===== config.mk =====
export PLATFORM = sky130hd
export DESIGN_NAME = ac_compressor_sequencer
export DESIGN_NICKNAME = d
export VERILOG_FILES = /design/src/rtl/ac_compressor_sequencer.sv
export SDC_FILE = /design/constraint.sdc
export NUM_CORES = 1
export LEC_CHECK = 0
export CELL_PAD_IN_SITES_DETAIL_PLACEMENT = 0
export CELL_PAD_IN_SITES_GLOBAL_PLACEMENT = 1
export CORE_ASPECT_RATIO = 0.7
export CORE_MARGIN = 2
export CORE_UTILIZATION = 43
export CTS_CLUSTER_SIZE = 25
export DETAILED_ROUTE_END_ITERATION = 8
export HOLD_SLACK_MARGIN = 0.03
export PLACE_DENSITY = 0.82
export SYNTH_ARGS = -nofsm -noshare
export SYNTH_HDL_FRONTEND = slang
export SYNTH_SLANG_ARGS = --single-unit

===== constraint.sdc =====
create_clock -name clk -period 4.3 [get_ports clk]
set_clock_uncertainty 0.05 [all_clocks]
set_input_delay 0.86 -clock clk [delete_from_list [all_inputs] [get_ports clk]]
set_output_delay 0.86 -clock clk [all_outputs]
set_load 0.01 [all_outputs]

===== src/rtl/ac_compressor_sequencer.sv =====
// ac_compressor_sequencer
//
// Sits between the AC mode/temperature controller and the compressor/fan
// drivers. It protects the compressor with a minimum off-time lockout, a
// minimum on-time, a fan pre-run before start and a fan purge after stop.
// While the compressor runs, the fan speed ramps one step at a time.
//
// Every output is a flop. Each flop is loaded from the next-state decode,
// so the outputs always match seq_state in the same cycle.
//
// Optional build macro: AC_SEQ_FAULT_EN adds the comp_fault input and the
// sticky fault_latched output.
module ac_compressor_sequencer #(
  parameter int MIN_OFF_CYCLES = 16,
  parameter int MIN_ON_CYCLES  = 32,
  parameter int PRERUN_CYCLES  = 4,
  parameter int RAMP_CYCLES    = 8,
  parameter int CNT_W          = 8
) (
  input  logic             clk,
  input  logic             reset,
  input  logic [2:0]       req_speed,
  input  logic [7:0]       req_heat,
`ifdef AC_SEQ_FAULT_EN
  input  logic             comp_fault,
  output logic             fault_latched,
`endif
  output logic [2:0]       fan_speed_out,
  output logic [7:0]       fan_heat_out,
  output logic             comp_on,
  output logic             busy,
  output logic [2:0]       seq_state
);

  typedef enum logic [2:0] {
    S_OFF     = 3'd0,
    S_LOCKOUT = 3'd1,
    S_PRERUN  = 3'd2,
    S_RUN     = 3'd3,
    S_PURGE   = 3'd4
  } state_t;

  // Counters are compared against "last cycle" values, so an N-cycle phase
  // ends when the counter reads N-1.
  localparam logic [CNT_W-1:0] OFF_LAST  = CNT_W'(MIN_OFF_CYCLES - 1);
  localparam logic [CNT_W-1:0] ON_LAST   = CNT_W'(MIN_ON_CYCLES - 1);
  localparam logic [CNT_W-1:0] PRE_LAST  = CNT_W'(PRERUN_CYCLES - 1);
  localparam logic [CNT_W-1:0] RAMP_LAST = CNT_W'(RAMP_CYCLES - 1);
  localparam logic [CNT_W-1:0] CNT_MAX   = {CNT_W{1'b1}};
  localparam logic [CNT_W-1:0] CNT_ONE   = {{(CNT_W-1){1'b0}}, 1'b1};

  state_t           state_q, state_d;
  logic [CNT_W-1:0] cnt_q, cnt_d;    // phase counter; acts as the on-counter in S_RUN
  logic [CNT_W-1:0] ramp_q, ramp_d;
  logic [2:0]       fan_q, fan_d;
  logic [7:0]       heat_q, heat_d;
  logic             comp_q, comp_d;
  logic             busy_q, busy_d;
  logic [2:0]       target_s;
  logic             fault_q, fault_d;
  logic             fault_in_s;

`ifdef AC_SEQ_FAULT_EN
  assign fault_in_s = comp_fault;
`else
  assign fault_in_s = 1'b0;
`endif

  // Fan target: the request clamped to 1..4; a zero request ramps down to 1.
  always_comb begin
    target_s = req_speed;
    if (req_speed == 3'd0) begin
      target_s = 3'd1;
    end else if (req_speed > 3'd4) begin
      target_s = 3'd4;
    end else begin
      target_s = req_speed;
    end
  end

  // Next-state, counter and registered-output decode.
  always_comb begin
    state_d = state_q;
    cnt_d   = cnt_q;
    ramp_d  = ramp_q;
    fan_d   = fan_q;
    heat_d  = 8'd0;
    comp_d  = 1'b0;
    busy_d  = 1'b1;
    fault_d = fault_q;

    case (state_q)
      S_LOCKOUT: begin
        if (cnt_q >= OFF_LAST) state_d = S_OFF;
        else                   state_d = S_LOCKOUT;
      end
      S_OFF: begin
        if ((req_speed != 3'd0) && !fault_q) state_d = S_PRERUN;
        else                                 state_d = S_OFF;
      end
      S_PRERUN: begin
        // The compressor never started, so an abort skips the lockout.
        if (req_speed == 3'd0)      state_d = S_OFF;
        else if (cnt_q >= PRE_LAST) state_d = S_RUN;
        else                        state_d = S_PRERUN;
      end
      S_RUN: begin
        if ((req_speed == 3'd0) && (cnt_q >= ON_LAST)) state_d = S_PURGE;
        else                                           state_d = S_RUN;
      end
      S_PURGE: begin
        if (cnt_q >= PRE_LAST) state_d = S_LOCKOUT;
        else                   state_d = S_PURGE;
      end
      default: state_d = S_LOCKOUT;
    endcase

    // A compressor fault bypasses min-on and purge and goes straight to lockout.
    if (fault_in_s && ((state_q == S_PRERUN) || (state_q == S_RUN))) begin
      state_d = S_LOCKOUT;
      fault_d = 1'b1;
    end else begin
      fault_d = fault_q;
    end

    // The phase counter restarts on every state change and saturates.
    if (state_d != state_q) begin
      cnt_d = {CNT_W{1'b0}};
    end else if (cnt_q != CNT_MAX) begin
      cnt_d = cnt_q + CNT_ONE;
    end else begin
      cnt_d = cnt_q;
    end

    case (state_d)
      S_RUN: begin
        comp_d = 1'b1;
        heat_d = req_heat;
        if (state_q != S_RUN) begin
          ramp_d = {CNT_W{1'b0}};
          fan_d  = 3'd1;
        end else if (ramp_q >= RAMP_LAST) begin
          ramp_d = {CNT_W{1'b0}};
          if (fan_q < target_s)      fan_d = fan_q + 3'd1;
          else if (fan_q > target_s) fan_d = fan_q - 3'd1;
          else                       fan_d = fan_q;
        end else begin
          ramp_d = ramp_q + CNT_ONE;
        end
      end
      S_PRERUN, S_PURGE: begin
        fan_d  = 3'd1;
        ramp_d = {CNT_W{1'b0}};
      end
      S_OFF: begin
        fan_d  = 3'd0;
        busy_d = 1'b0;
        ramp_d = {CNT_W{1'b0}};
      end
      default: begin
        fan_d  = 3'd0;
        ramp_d = {CNT_W{1'b0}};
      end
    endcase
  end

  // State, counter and output registers; reset starts a full lockout.
  always_ff @(posedge clk or posedge reset) begin
    if (reset) begin
      state_q <= S_LOCKOUT;
      cnt_q   <= {CNT_W{1'b0}};
      ramp_q  <= {CNT_W{1'b0}};
      fan_q   <= 3'd0;
      heat_q  <= 8'd0;
      comp_q  <= 1'b0;
      busy_q  <= 1'b1;
      fault_q <= 1'b0;
    end else begin
      state_q <= state_d;
      cnt_q   <= cnt_d;
      ramp_q  <= ramp_d;
      fan_q   <= fan_d;
      heat_q  <= heat_d;
      comp_q  <= comp_d;
      busy_q  <= busy_d;
      fault_q <= fault_d;
    end
  end

  assign fan_speed_out = fan_q;
  assign fan_heat_out  = heat_q;
  assign comp_on       = comp_q;
  assign busy          = busy_q;
  assign seq_state     = state_q;

`ifdef AC_SEQ_FAULT_EN
  assign fault_latched = fault_q;
`endif

endmodule


==> results.toml <==
[critical_path]
critPathCaptureType = "register"
cp-start-kind = "input port"
cp_data_required_time_ns = 4.40
crit_chain = "clkdlybuf4s50_1 -> inv_1 -> nand2_1 -> ha_1 -> nor2b_1 -> o21a_1 -> nor2_1 -> fa_1 -> o21a_1 -> o21ai_0 -> xor2_1 -> nor2_1"
worstPathMaxFanout = 4
max_stage_delay_ns = 0.45
critPathKind = "input port to register"
slowest_stage = "clkdlybuf4s50_1"
cp_data_arrival_time_ns = 3.04

[drt]
dr.pass1.iters = 4
ant_nets = 0
routed-via-count = 1147
drc = 0
drtIter0Drc = 65
vias_per_cell = 5.01
wl_per_cell_um = 12.8
wirelength_um = 2930

[yosys]
synth_top_area_share_pct = 49.2
synthFlopType = "dfrtp_1"
yosysSeqAreaShare_pct = 52.7
synth_seq_cells = 32
yosysUniqueCellTypes = 39
yosys.area.top_type = "dfrtp_1"
synth_cells = 141
avgSynthCellArea_um2 = 10.8
ys_top_cells_by_area = "dfrtp_1, and2_1, ha_1, nor2_1, dfstp_2"
synth_edf_count = 0
ys.warnings.count = 0
async_flop_share_pct = 100
syn-cell-area_mm2 = 0.00153

[floorplanning]
rows = 18
start_util_pct = 44.0
dieArea_mm2 = 0.00405
die_y_um = 53.8
die_w_um = 75.2
io_pins = 29
core_mm2 = 0.00347

[flow_run]
maxCapViolCount = 0

[cts]
cts_buffer_depth = 2
cts_resized = 0
htreeDepth = 2
clk_pin_slew_ns = 0.07
clock-sinks = 32
post-cts-setup-buffers = 0
cts_tree = "yes"
root_buffer = "clkbuf_8"
ctsHoldBuffers = 0
clkLatencyLatePin_ns = 0.28
cts_buffers = 5

[timing]
maxSlewViolCount = 0
maxSlewHeadroom_pct = 61.3
rsz0062_at_grt = "false"
fin_ws_ns = 1.37
finalHoldViolCount = 0
period_share_pct = 68.2
max_slew.worst_pin.slew_ns = 0.575
max_freq_mhz = 341
period_needed_ns = 2.93
final.setup.tns_ns = 0
finalSetupViolCount = 0

[placed_design]
place_ws_ns = 1.09
dp.cells = 221
portBuffers = 28
gp_congestion = 0.800
hpwl_um = 2130

[cells_and_area]
num-fill-cells = 319
drive_gt1_share_pct = 8.38
multi_input_area_um2 = 697
regArea_um2 = 803
layout.nets = 197
finalNonFillerCells = 229
final_common_cell = "dfrtp_1"
antenna_cells = 0
area_delta_synth_final_pct = 31.3
mostFrequentLayoutCells = "dfrtp_1, clkdlybuf4s50_1, nor2_1"

[min_path]
hp-class = "register to register"

[global_route]
grt_util_all_layers_pct = 16.6
met3_usage_pct = 6.93
grt_pass1_vias = 1118
antenna_found_initial = 0
grt-busiest-layer = "met2"
grt_use_met2_pct = 24.1
grt_start_max_net_pins = 32
grt_overflow_total = 0
met1_usage_pct = 22.3
grt_pass1_wl_um = 4910

[pwr]
p_total_mw = 1.21
power.leakage_nw = 0.902
power.density_mw_per_mm2 = 604
ir_worst_vdd_uv = 390

[outcome]
status = "complete, no violations"
[final cells by class]
type	count	area share [%]
multi-input combinational	103	34.8
clock inverter	1	1.50
timing repair buffer	29	14.4
inverter	7	1.31
tap	50	3.12
sequential	32	40.1
clock buffer	7	4.81
[metrics by stage]
stage	cell area (um^2)	util, %	hold WS [ns]
final	2000	57.8	0.414
after global routing	2000	57.8	0.420
after CTS	2000	57.8	0.411
after detailed placement	1880	54.1	0.395
after global placement	1880	54.1	0.387
after floorplan	1540	-	0.374
[report_power, final]
group / internal, mW / switching [mW] / total [mW]
Sequential: 0.378 / 0.0578 / 0.436
Clock: 0.204 / 0.110 / 0.314
Combinational: 0.235 / 0.225 / 0.460
[state kept, by name, indices dropped and copies added (netlist names)]
signal	cells
busy	1
cnt_q	8
comp_on	1
fan_heat_out	8
fan_speed_out	3
ramp_q	8
seq_state	3
[critical path, delay by kind of cell]
kind	cells	cell delay (ns)
AO/OA/AOI/OAI	3	0.48
XOR/XNOR	1	0.17
adder cells (fa/ha/maj)	2	0.66
buffers and inverters	2	0.54
AND/OR/NAND/NOR	4	0.32
[cell families (layout without fill, tap and decap cells)]
family | count (synthesis) | count (layout) | synth area share (%)
flops | 32 | 32 | 52.7
xor+xnor | 5 | 5 | 2.87
compound gates | 24 | 24 | 12.3
buf+inv | 9 | 44 | 2.38
mux | 2 | 2 | 1.31
fa+ha+maj | 6 | 6 | 5.41
other cells | 1 | 4 | 0.246
simple gates | 62 | 62 | 22.8
[synthesized netlist by cell type (2+ instances only)]
| cell | count |
|---|---|
| o21a_1 | 4 |
| nor3_1 | 5 |
| dfrtp_1 | 30 |
| o31a_1 | 2 |
| dfstp_2 | 2 |
| inv_1 | 7 |
| a21oi_1 | 3 |
| xor2_1 | 4 |
| a31oi_1 | 3 |
| and4_1 | 2 |
| and3_1 | 3 |
| nand3_1 | 3 |
| nand2_1 | 6 |
| nor2_1 | 16 |
| and2_1 | 11 |
| mux2i_1 | 2 |
| nand3b_1 | 2 |
| o21ai_0 | 4 |
| nor4_2 | 2 |
| nor2b_1 | 6 |
| ha_1 | 5 |
| buf_2 | 2 |
[worst paths after layout]
path	endpoint	slack (ns)	startpoint	depth (start not counted)
setup / recovery	fan_speed_out[2]	1.37	req_speed[2]	12
hold / removal	ramp_q[0]	0.41	ramp_q[0]	1
setup reg to reg	cnt_q[2]	1.99	cnt_q[0]	7
hold reg to reg	ramp_q[0]	0.41	ramp_q[0]	1
max in group asynchronous	seq_state[0]	2.94	reset	3
min in group asynchronous	fan_heat_out[1]	0.68	reset	2
[per-layer routing]
layer	vias up	share of wire, %
met5	-	0
met4	0	0.51
met3	2	7.1
met2	36	44
met1	544	49
li1	565	-
No activity file was read; power rests on OpenSTA's default activity.
==> patch (same flow settings) <==
Set the parameter `CNT_W` to 12 (it was 8).
--- a/src/rtl/ac_compressor_sequencer.sv
+++ b/src/rtl/ac_compressor_sequencer.sv
@@ -15,7 +15,7 @@
   parameter int MIN_ON_CYCLES  = 32,
   parameter int PRERUN_CYCLES  = 4,
   parameter int RAMP_CYCLES    = 8,
-  parameter int CNT_W          = 8
+  parameter int CNT_W          = 12
 ) (
   input  logic             clk,
   input  logic             reset,
Check against the original RTL: no difference found for any inputs over 10 cycles, from zero or initial values and one cycle with reset high; that may be too few to reach the edited logic, so the function may still have changed.
==> patch against the original RTL <==
Register-to-register slack lost 200 ps. Power grew 20%. First-iteration DRC count grew 25%. Worst setup slack lost 140 ps. Global-route usage shrank 0.51 points. Routed wire length grew 28%. Clock power grew 13%. Non-clock buffer count is the same. Final cell count grew 16%. Area after synthesis grew 29%. Sequential cell count grew 8. Design area grew 22%. Critical path type unchanged.
==> patch: results (changes against the original RTL) <==
| Metric | Value |
|---|---|
| Slew @ Worst Pin | 932 ps (+357 ps) |
| First-pass GRT wire length | 6440 µm (+31%) |
| Final HPWL DP | 2780 µm (+31%) |
| Post-synthesis average cell area | 11.5 µm² (+6.0%) |
| Peak VDD IR | 0.306 mV (-21%) |
| Outcome | complete, no violations |
| GP Congestion | 0.816 (+1.9%) |
| Dpl ws | 946 ps (-142 ps) |
| Commonest cells in the synthesized netlist | 38 x dfrtp_1, 11 x nor2_1, 10 x nor3_2 |
| Tot GR Track Use | 0.161 (-0.00510) |
| Internal reg-to-reg setup slack | 1790 ps (-200 ps) |
| Worst reg2reg endpoint | cnt_q[6] |
| WP data arrival | 3230 ps (+190 ps) |
| Initial drt markers | 81 (+25%) |
| Register area share after synthesis | 0.512 (-0.0149) |
| Worst r2r path cells | 6 (-1) |
| WL final | 3750 µm (+28%) |
| Layout cells sized above 1 | 0.157 (+0.0733) |
| Yosys warning count | 0 (unchanged) |
| Cells after DPL | 258 (+17%) |
| Post-DP Area | 2310 µm² (+23%) |
| LEAKAGE | 1.08 nW (+19%) |
| Via count | 1398 (+22%) |
| Synth cell types | 49 (+26%) |
| Nets | 229 (+16%) |
| WL per Instance | 14.1 µm (+10%) |
| Pin count of the biggest net entering global routing | 35 (+9.4%) |
patch: changes by cell type after synthesis, sizes merged, moves of 4 or more:
cell | before | now
a21oi | 3 | 7
dfrtp | 30 | 38
nor2 | 16 | 11
nor3 | 5 | 16
xnor2 | 1 | 8
patch: metrics by stage:
| step | util | total power [mW] |
|---|---|---|
| floorplan | - | 0.911 |
| global placement | 0.531 | 1.09 |
| detailed placement | 0.531 | 1.10 |
| CTS | 0.561 | 1.46 |
| global route | 0.561 | 1.54 |
| finish | 0.561 | 1.45 |
patch: routing by layer:
metal  share of wire  routed length [µm]  track usage  vias to the layer above
li1                -                   -            -                      680
met1            0.48                1790        0.208                      682
met2            0.46                1700        0.262                       34
met3           0.064                 241       0.0599                        2
met4          0.0024                   9       0.0431                        0
met5               0                   0            0                        -
patch: logic make-up (layout without fill, tap and decap cells):
| family | after synthesis | count (layout) | synth area share |
|---|---|---|---|
| XOR/XNOR | 10 | 10 | 0.0447 |
| buffers and inverters | 11 | 43 | 0.0294 |
| flip-flops | 40 | 40 | 0.512 |
| multiplexers | 3 | 3 | 0.0153 |
| adder cells (fa/ha/maj) | 6 | 6 | 0.0421 |
| AND/OR/NAND/NOR | 75 | 75 | 0.254 |
| AO/OA/AOI/OAI | 25 | 25 | 0.101 |
| other | 1 | 8 | 0.00191 |
patch: layout make-up:
class	instances	area, µm²
multi-input combinational	127	926
timing repair buffer	29	288
tap	55	68.8
inverter	7	26.3
sequential	40	1000
fill	384	1910
clock buffer	5	68.8
clock inverter	2	60.1
patch: worst max-delay path by stage:
stage / startpoint / endpoint / slack, ps / depth (start not counted)
after CTS: req_speed[2] / fan_speed_out[2] / 1240 / 11
after global placement: req_speed[2] / fan_speed_out[2] / 1050 / 11
after floorplan: req_speed[2] / fan_speed_out[2] / 1580 / 10
after global routing: req_speed[2] / fan_speed_out[2] / 1100 / 11
after detailed placement: req_speed[2] / fan_speed_out[2] / 950 / 11
final: req_speed[2] / fan_speed_out[2] / 1230 / 11
patch: worst max-delay path, cell delays in order:
cell and delay (ps):
clkdlybuf4s50_1 450, inv_1 100, nand2_1 60, ha_1 290
nor2b_1 150, o21a_1 160, nor2_1 60, fa_1 380
or3_1 350, a21oi_1 180, mux2i_1 190
patch: power breakdown:
| part | total, mW | switching [mW] | internal, mW |
|---|---|---|---|
| clock network | 0.354 | 0.125 | 0.228 |
| registers | 0.528 | 0.0677 | 0.460 |
| logic | 0.565 | 0.307 | 0.259 |
| total | 1.45 | 0.500 | 0.947 |
